$ cat src/rtl/serial_input_pkg.sv
// serial_input_pkg: shared types and constants for the UART receive front-end.
// FSM state encoding, character geometry and the baud divisor helper.
package serial_input_pkg;

    typedef enum logic [1:0] {
        IDLE  = 2'd0,
        START = 2'd1,
        DATA  = 2'd2,
        STOP  = 2'd3
    } state_e;

    localparam int DATA_BITS         = 8;
    localparam int OVERSAMPLE        = 16;
    localparam int FIFO_DEPTH        = 4;
    localparam int FRAMING_ERROR_BIT = 8;

    localparam int CHAR_W      = DATA_BITS + 1;
    localparam int PTR_W       = $clog2(FIFO_DEPTH);
    localparam int WORD_W      = 32;
    localparam int START_TICKS = OVERSAMPLE / 2;

    typedef logic [CHAR_W-1:0] char_t;

    // Clocks per oversample tick, never below one.
    function automatic int calc_divisor(input int clk_hz, input int baud);
        int d;
        d = clk_hz / (baud * OVERSAMPLE);
        return (d < 1) ? 1 : d;
    endfunction

endpackage

$ cat src/rtl/serial_input_fifo.sv
// serial_input_fifo: small character FIFO between the receiver and the
// output handshake; a push into a full FIFO is taken when a pop coincides.
module serial_input_fifo
    import serial_input_pkg::*;
(
    input  logic  clk,
    input  logic  rst_n,
    input  logic  push_i,
    input  char_t data_i,
    input  logic  pop_i,
    output char_t data_o,
    output logic  full_o,
    output logic  empty_o
);

    localparam logic [PTR_W:0] CNT_ONE  = (PTR_W + 1)'(1);
    localparam logic [PTR_W:0] CNT_FULL = (PTR_W + 1)'(FIFO_DEPTH);
    localparam logic [PTR_W-1:0] PTR_ONE = PTR_W'(1);

    char_t            mem_q [FIFO_DEPTH];
    logic [PTR_W-1:0] wr_q;
    logic [PTR_W-1:0] rd_q;
    logic [PTR_W:0]   cnt_q;
    logic [PTR_W:0]   cnt_d;
    logic             do_push;
    logic             do_pop;

    assign full_o  = (cnt_q == CNT_FULL);
    assign empty_o = (cnt_q == '0);
    assign data_o  = mem_q[rd_q];

    // Accept a pop only with data present; a push needs room or a same-cycle pop.
    always_comb begin
        do_pop  = pop_i && !empty_o;
        do_push = push_i && (!full_o || do_pop);
        cnt_d   = cnt_q;
        unique case ({do_push, do_pop})
            2'b10:   cnt_d = cnt_q + CNT_ONE;
            2'b01:   cnt_d = cnt_q - CNT_ONE;
            default: cnt_d = cnt_q;
        endcase
    end

    // Storage, pointers and occupancy.
    always_ff @(posedge clk or negedge rst_n) begin
        if (!rst_n) begin
            for (int i = 0; i < FIFO_DEPTH; i++) begin
                mem_q[i] <= '0;
            end
            wr_q  <= '0;
            rd_q  <= '0;
            cnt_q <= '0;
        end else begin
            if (do_push) begin
                mem_q[wr_q] <= data_i;
                wr_q        <= wr_q + PTR_ONE;
            end
            if (do_pop) begin
                rd_q <= rd_q + PTR_ONE;
            end
            cnt_q <= cnt_d;
        end
    end

endmodule

$ cat src/rtl/serial_input.sv
// serial_input: 16x oversampling 8N1 UART receiver with stb/ack word output.
// Define SERIAL_INPUT_FIFO_EN to buffer up to 4 characters ahead of the output.
module serial_input
    import serial_input_pkg::*;
#(
    parameter int CLOCK_FREQUENCY = 100000000,
    parameter int BAUD_RATE       = 115200
) (
    input  logic        clk,
    input  logic        rst,
    input  logic        rx,
    output logic [31:0] out,
    output logic        out_stb,
    input  logic        out_ack,
    output logic        overrun
);

    localparam int DIVISOR = calc_divisor(CLOCK_FREQUENCY, BAUD_RATE);
    localparam int DIV_W   = $clog2(DIVISOR + 1);

    localparam logic [DIV_W-1:0] DIV_LAST = DIV_W'(DIVISOR - 1);
    localparam logic [DIV_W-1:0] DIV_ONE  = DIV_W'(1);
    localparam logic [3:0] START_LAST = 4'(START_TICKS - 1);
    localparam logic [3:0] BIT_LAST   = 4'(OVERSAMPLE - 1);
    localparam logic [2:0] DATA_LAST  = 3'(DATA_BITS - 1);
    localparam int         PAD_W      = WORD_W - CHAR_W;

    logic sync1_q;
    logic sync2_q;
    logic rx_s;

    logic [DIV_W-1:0] div_q;
    logic [DIV_W-1:0] div_d;
    logic             tick;

    state_e   state_q;
    state_e   state_d;
    logic [3:0] cnt_q;
    logic [3:0] cnt_d;
    logic [2:0] bit_q;
    logic [2:0] bit_d;
    logic [DATA_BITS-1:0] shift_q;
    logic [DATA_BITS-1:0] shift_d;
    logic prev_q;
    logic prev_d;

    logic  push;
    char_t push_data;
    logic  ack_fire;
    logic  ovr_set;
    logic  ovr_q;

    assign rx_s     = sync2_q;
    assign ack_fire = out_stb && out_ack;
    assign overrun  = ovr_q;

    // Two-flop synchroniser; idles high so reset does not look like a start bit.
    always_ff @(posedge clk or negedge rst) begin
        if (!rst) begin
            sync1_q <= 1'b1;
            sync2_q <= 1'b1;
        end else begin
            sync1_q <= rx;
            sync2_q <= sync1_q;
        end
    end

    // Free-running divider producing one oversample tick per DIVISOR clocks.
    always_comb begin
        tick  = (div_q == DIV_LAST);
        div_d = tick ? '0 : div_q + DIV_ONE;
    end

    // Divider register.
    always_ff @(posedge clk or negedge rst) begin
        if (!rst) begin
            div_q <= '0;
        end else begin
            div_q <= div_d;
        end
    end

    // Receive FSM: advances only on ticks; emits the character at the stop sample.
    always_comb begin
        state_d   = state_q;
        cnt_d     = cnt_q;
        bit_d     = bit_q;
        shift_d   = shift_q;
        prev_d    = prev_q;
        push      = 1'b0;
        push_data = '0;
        push_data[DATA_BITS-1:0]    = shift_q;
        push_data[FRAMING_ERROR_BIT] = ~rx_s;
        if (tick) begin
            prev_d = rx_s;
            unique case (state_q)
                IDLE: begin
                    if (!rx_s && prev_q) begin
                        state_d = START;
                        cnt_d   = '0;
                    end
                end
                START: begin
                    if (cnt_q == START_LAST) begin
                        cnt_d = '0;
                        if (rx_s) begin
                            state_d = IDLE;
                        end else begin
                            state_d = DATA;
                            bit_d   = '0;
                        end
                    end else begin
                        cnt_d = cnt_q + 4'd1;
                    end
                end
                DATA: begin
                    if (cnt_q == BIT_LAST) begin
                        cnt_d   = '0;
                        shift_d = {rx_s, shift_q[DATA_BITS-1:1]};
                        if (bit_q == DATA_LAST) begin
                            state_d = STOP;
                        end else begin
                            bit_d = bit_q + 3'd1;
                        end
                    end else begin
                        cnt_d = cnt_q + 4'd1;
                    end
                end
                STOP: begin
                    if (cnt_q == BIT_LAST) begin
                        cnt_d   = '0;
                        push    = 1'b1;
                        state_d = IDLE;
                    end else begin
                        cnt_d = cnt_q + 4'd1;
                    end
                end
                default: begin
                    state_d = IDLE;
                    cnt_d   = '0;
                end
            endcase
        end
    end

    // FSM state and datapath registers.
    always_ff @(posedge clk or negedge rst) begin
        if (!rst) begin
            state_q <= IDLE;
            cnt_q   <= '0;
            bit_q   <= '0;
            shift_q <= '0;
            prev_q  <= 1'b1;
        end else begin
            state_q <= state_d;
            cnt_q   <= cnt_d;
            bit_q   <= bit_d;
            shift_q <= shift_d;
            prev_q  <= prev_d;
        end
    end

`ifdef SERIAL_INPUT_FIFO_EN
    char_t fifo_head;
    logic  fifo_full;
    logic  fifo_empty;

    serial_input_fifo u_fifo (
        .clk     (clk),
        .rst_n   (rst),
        .push_i  (push),
        .data_i  (push_data),
        .pop_i   (ack_fire),
        .data_o  (fifo_head),
        .full_o  (fifo_full),
        .empty_o (fifo_empty)
    );

    assign out_stb = !fifo_empty;
    assign out     = fifo_empty ? '0 : {{PAD_W{1'b0}}, fifo_head};
    assign ovr_set = push && fifo_full && !ack_fire;
`else
    char_t hold_q;
    char_t hold_d;
    logic  stb_q;
    logic  stb_d;

    // Single holding register: load when empty or being drained, else drop.
    always_comb begin
        hold_d  = hold_q;
        stb_d   = stb_q;
        ovr_set = 1'b0;
        if (push) begin
            if (!stb_q || ack_fire) begin
                hold_d = push_data;
                stb_d  = 1'b1;
            end else begin
                ovr_set = 1'b1;
            end
        end else if (ack_fire) begin
            stb_d = 1'b0;
        end
    end

    // Holding register state.
    always_ff @(posedge clk or negedge rst) begin
        if (!rst) begin
            hold_q <= '0;
            stb_q  <= 1'b0;
        end else begin
            hold_q <= hold_d;
            stb_q  <= stb_d;
        end
    end

    assign out_stb = stb_q;
    assign out     = {{PAD_W{1'b0}}, hold_q};
`endif

    // Sticky overrun flag; only reset clears it.
    always_ff @(posedge clk or negedge rst) begin
        if (!rst) begin
            ovr_q <= 1'b0;
        end else if (ovr_set) begin
            ovr_q <= 1'b1;
        end
    end

endmodule

$ cat config.mk
export PLATFORM = sky130hd
export DESIGN_NAME = serial_input
export DESIGN_NICKNAME = d
export VERILOG_FILES = /design/src/rtl/serial_input_pkg.sv /design/src/rtl/serial_input_fifo.sv /design/src/rtl/serial_input.sv
export SDC_FILE = /design/constraint.sdc
export NUM_CORES = 1
export LEC_CHECK = 0
export BUFFER_PORTS_ARGS = -buffer_cell sky130_fd_sc_hd__buf_4
export CAP_MARGIN = 20
export CORE_UTILIZATION = 30
export CTS_CLUSTER_SIZE = 30
export DETAILED_ROUTE_END_ITERATION = 10
export MAX_ROUTING_LAYER = met4
export PLACE_DENSITY = 0.53
export SLEW_MARGIN = 15
export SYNTH_ARGS = -nofsm -noshare
export SYNTH_HDL_FRONTEND = slang
export SYNTH_SLANG_ARGS = --single-unit
$ cat constraint.sdc
create_clock -name clk -period 1.9 [get_ports clk]
set_input_delay 0 -clock clk [delete_from_list [all_inputs] [get_ports clk]]
set_output_delay 0 -clock clk [all_outputs]
set_load 0.02 [all_outputs]
==> metrics.txt <==
Crit Path Category=reg -> reg; All-Layer GR Usage=0.103; crit path capture=hold_q[8]$_DFFE_PN0P_; pin count of the biggest net entering global routing=38; Most used DFF post-synth=dfrtp_1; switch share=0.228; CP Launch Point=div_q[1]$_DFF_PN0_; Clock power frac=0.445; CTS buffer count=5; HP Start=out_ack; Syn-to-layout area delta=17.2%; Tcrit/Tclk final=0.939; Worst-Skew Late Latency=0.29 ns; total wire length=2.85 mm; Hold WC Path Type=in -> reg; DR pass1 iterations=4; met1 Usage GRT=0.130; Avg Cell Area, Syn=12.0 um2; CTS max path bufs=2; diode count=0; number of port buffers=14; routed via count=1,088; highest-count cells in the layout ignoring fill and taps=dfrtp_1 (34), conb_1 (23), buf_4 (21), mux2_2 (16); RD Place Congestion=0.746; clk sinks=37; Flop pwr share=0.514; DRC=0; Leak=1.05 nW; Reg2Reg Depth=6; Comb pwr share=0.042; Clock transition at path regs=about 0.080 ns; Via density=4.20; maximum VDD drop=0.430 mV; Root Driver=clkbuf_8; CTS tree=built; Rows=28; post-CTS setup buffers=0; power density over the cells=between 700 and 800 nW/um2; gr ovfl total=0; DIE WIDTH=80.2 um; ys async rst share=1.00; EDFF count, synth=0; final hold violations=0; unrepaired setup endpoints after global routing=no; post-synth top area cell=dfrtp_1; CP Launch Type=register; dpl hpwl=2.05 mm; critical path required time=2.08 ns; GR Layer Usage met2=0.144; vias in the first global route=about 960; R2R Path End=hold_q[8]$_DFFE_PN0P_; share of post-route cells with drive strength above 1=0.321; worst-path fanout max=9; Reg2Reg Launch Point=div_q[1]$_DFF_PN0_; DRT iter0 DRCs=approximately 80; CP arrival=around 2.0 ns; Setup Viol. Count Final=0; Mapped Area=1840 um2; top-area cell type share of the netlist area=0.463; H-tree depth=2; Pins Over Slew Limit=0; synthesized instance count=153; run status=completed; Die Span Y=80.2 um; initial antenna violation count=0; setup TNS=0 ns; Final Core Density=0.364; R2R setup slack=0.12 ns; YS warnings=0; met3 global-route usage=0.0443; CP Capture Type=register; Max Cap Violations=0; number of routed nets with antenna violations=0; Tmin final=1.78 ns; top post-synthesis cells by area=dfrtp_1 (46%), mux2_2 (9.8%), buf_4 (9.4%); wire length of the first global-routing pass=4.66 mm; most common cell after layout, fill and taps aside=dfrtp_1; Final Skew=0.00613 ns; Distinct cells, synth=35; flops & latches, synth=37; Starting Density=0.310; f_max=about 0.56 GHz; core outline area=5920 um2; # nets final=~190; internal power=0.00119 W; DIE AREA=~6400 um2; sequential share of the synthesized area=0.506; Post-CTS Resized=0; post-DR wirelength/cell=11.0 um; Sw Pwr=0.000352 W; busiest grt layer=met2; IO Pins=38
cells by family (layout without fill, tap and decap cells):
group	after synthesis	after routing	share of synthesized area
mux	22	22	0.139
xor+xnor	4	4	0.0191
flops	37	37	0.506
fa+ha+maj	5	5	0.0341
other cells	1	23	0.00204
compound gates	13	13	0.0511
buf+inv	30	39	0.108
simple gates	41	41	0.140
state kept, by name, summed over array words and instances (netlist names), named ones only:
name and count:
shift_q 8, state_q 1, sync1_q 1, bit_q 3, rx_s 1, overrun 1
cnt_q 4, out_stb 1, hold_q 9, div_q 6, prev_q 1
worst min path at each step:
stage / to / slack (ns) / cells after the start
floorplan: async pin / -0.30 / 0
global placement: out_stb$_DFFE_PN0P_ / 0.0004 / 1
detailed placement: out_stb$_DFFE_PN0P_ / -0.004 / 1
CTS: out_stb$_DFFE_PN0P_ / 0.06 / 3
global route: out_stb$_DFFE_PN0P_ / 0.08 / 3
finish: out_stb$_DFFE_PN0P_ / 0.07 / 3
Yosys cell counts, drive strengths merged, types with 2 or more instances:
cell type	instances
a21oi	2
ha	5
mux2i	3
a22o	3
nand3	7
mux2	19
xnor2	3
o21ai	2
dfstp	3
inv	7
buf	23
dfrtp	34
nor4	2
nor2b	4
nor2	9
nand2	11
nand2b	2
final cells by class:
class / instances / area [um2]
tap: 75 / 93.8
fill: 576 / 3770
clock buffer: 5 / 68.8
multi-input combinational: 108 / 791
clock inverter: 3 / 46.3
timing repair buffer: 24 / 198
sequential: 37 / 930
inverter: 7 / 26.3
worst max-delay path: stages, from the launching register on:
cell	delay (ns)
dfrtp_1	0.40
inv_1	0.06
ha_1	0.17
nand4_2	0.17
nor4_4	0.38
nand2_4	0.16
mux2_4	0.33
power by group through the flow:
stage / Combinational [W] / Clock, W / Sequential [W]
detailed placement: 0.0000621 / 0 / 0.000808
CTS: 0.0000653 / 0.000711 / 0.000792
finish: 0.0000641 / 0.000686 / 0.000793
global placement: 0.0000624 / 0 / 0.000808
floorplan: 0.0000771 / 0 / 0.000807
global route: 0.0000738 / 0.000749 / 0.000793
timing repair:
| item | in CTS | in global routing |
|---|---|---|
| hold buffers | 2 | 0 |
| setup endpoints to repair | 0 | 0 |
| endpoints found under the hold margin | 35 | 0 |
routing by layer:
metal  up-vias  part of all wire
li1        538                 -
met1       528              0.49
met2        20              0.47
met3         2             0.042
met4         0            0.0067
met5         -                 0
stage by stage:
step / cell area, um2 / hold WS, ns / std cells / power, W / worst slack, ns
after floorplan: 1920 / -0.296 / 175 / 0.000885 / 0.182
after global placement: 2020 / 0.000392 / 249 / 0.000870 / 0.0997
after detailed placement: 2020 / -0.00373 / 249 / 0.000870 / 0.118
after CTS: 2150 / 0.0619 / 259 / 0.00157 / 0.0988
after global routing: 2150 / 0.0776 / 259 / 0.00162 / 0.0411
final: 2150 / 0.0660 / 259 / 0.00154 / 0.115
(Power assumes the default switching activity.)
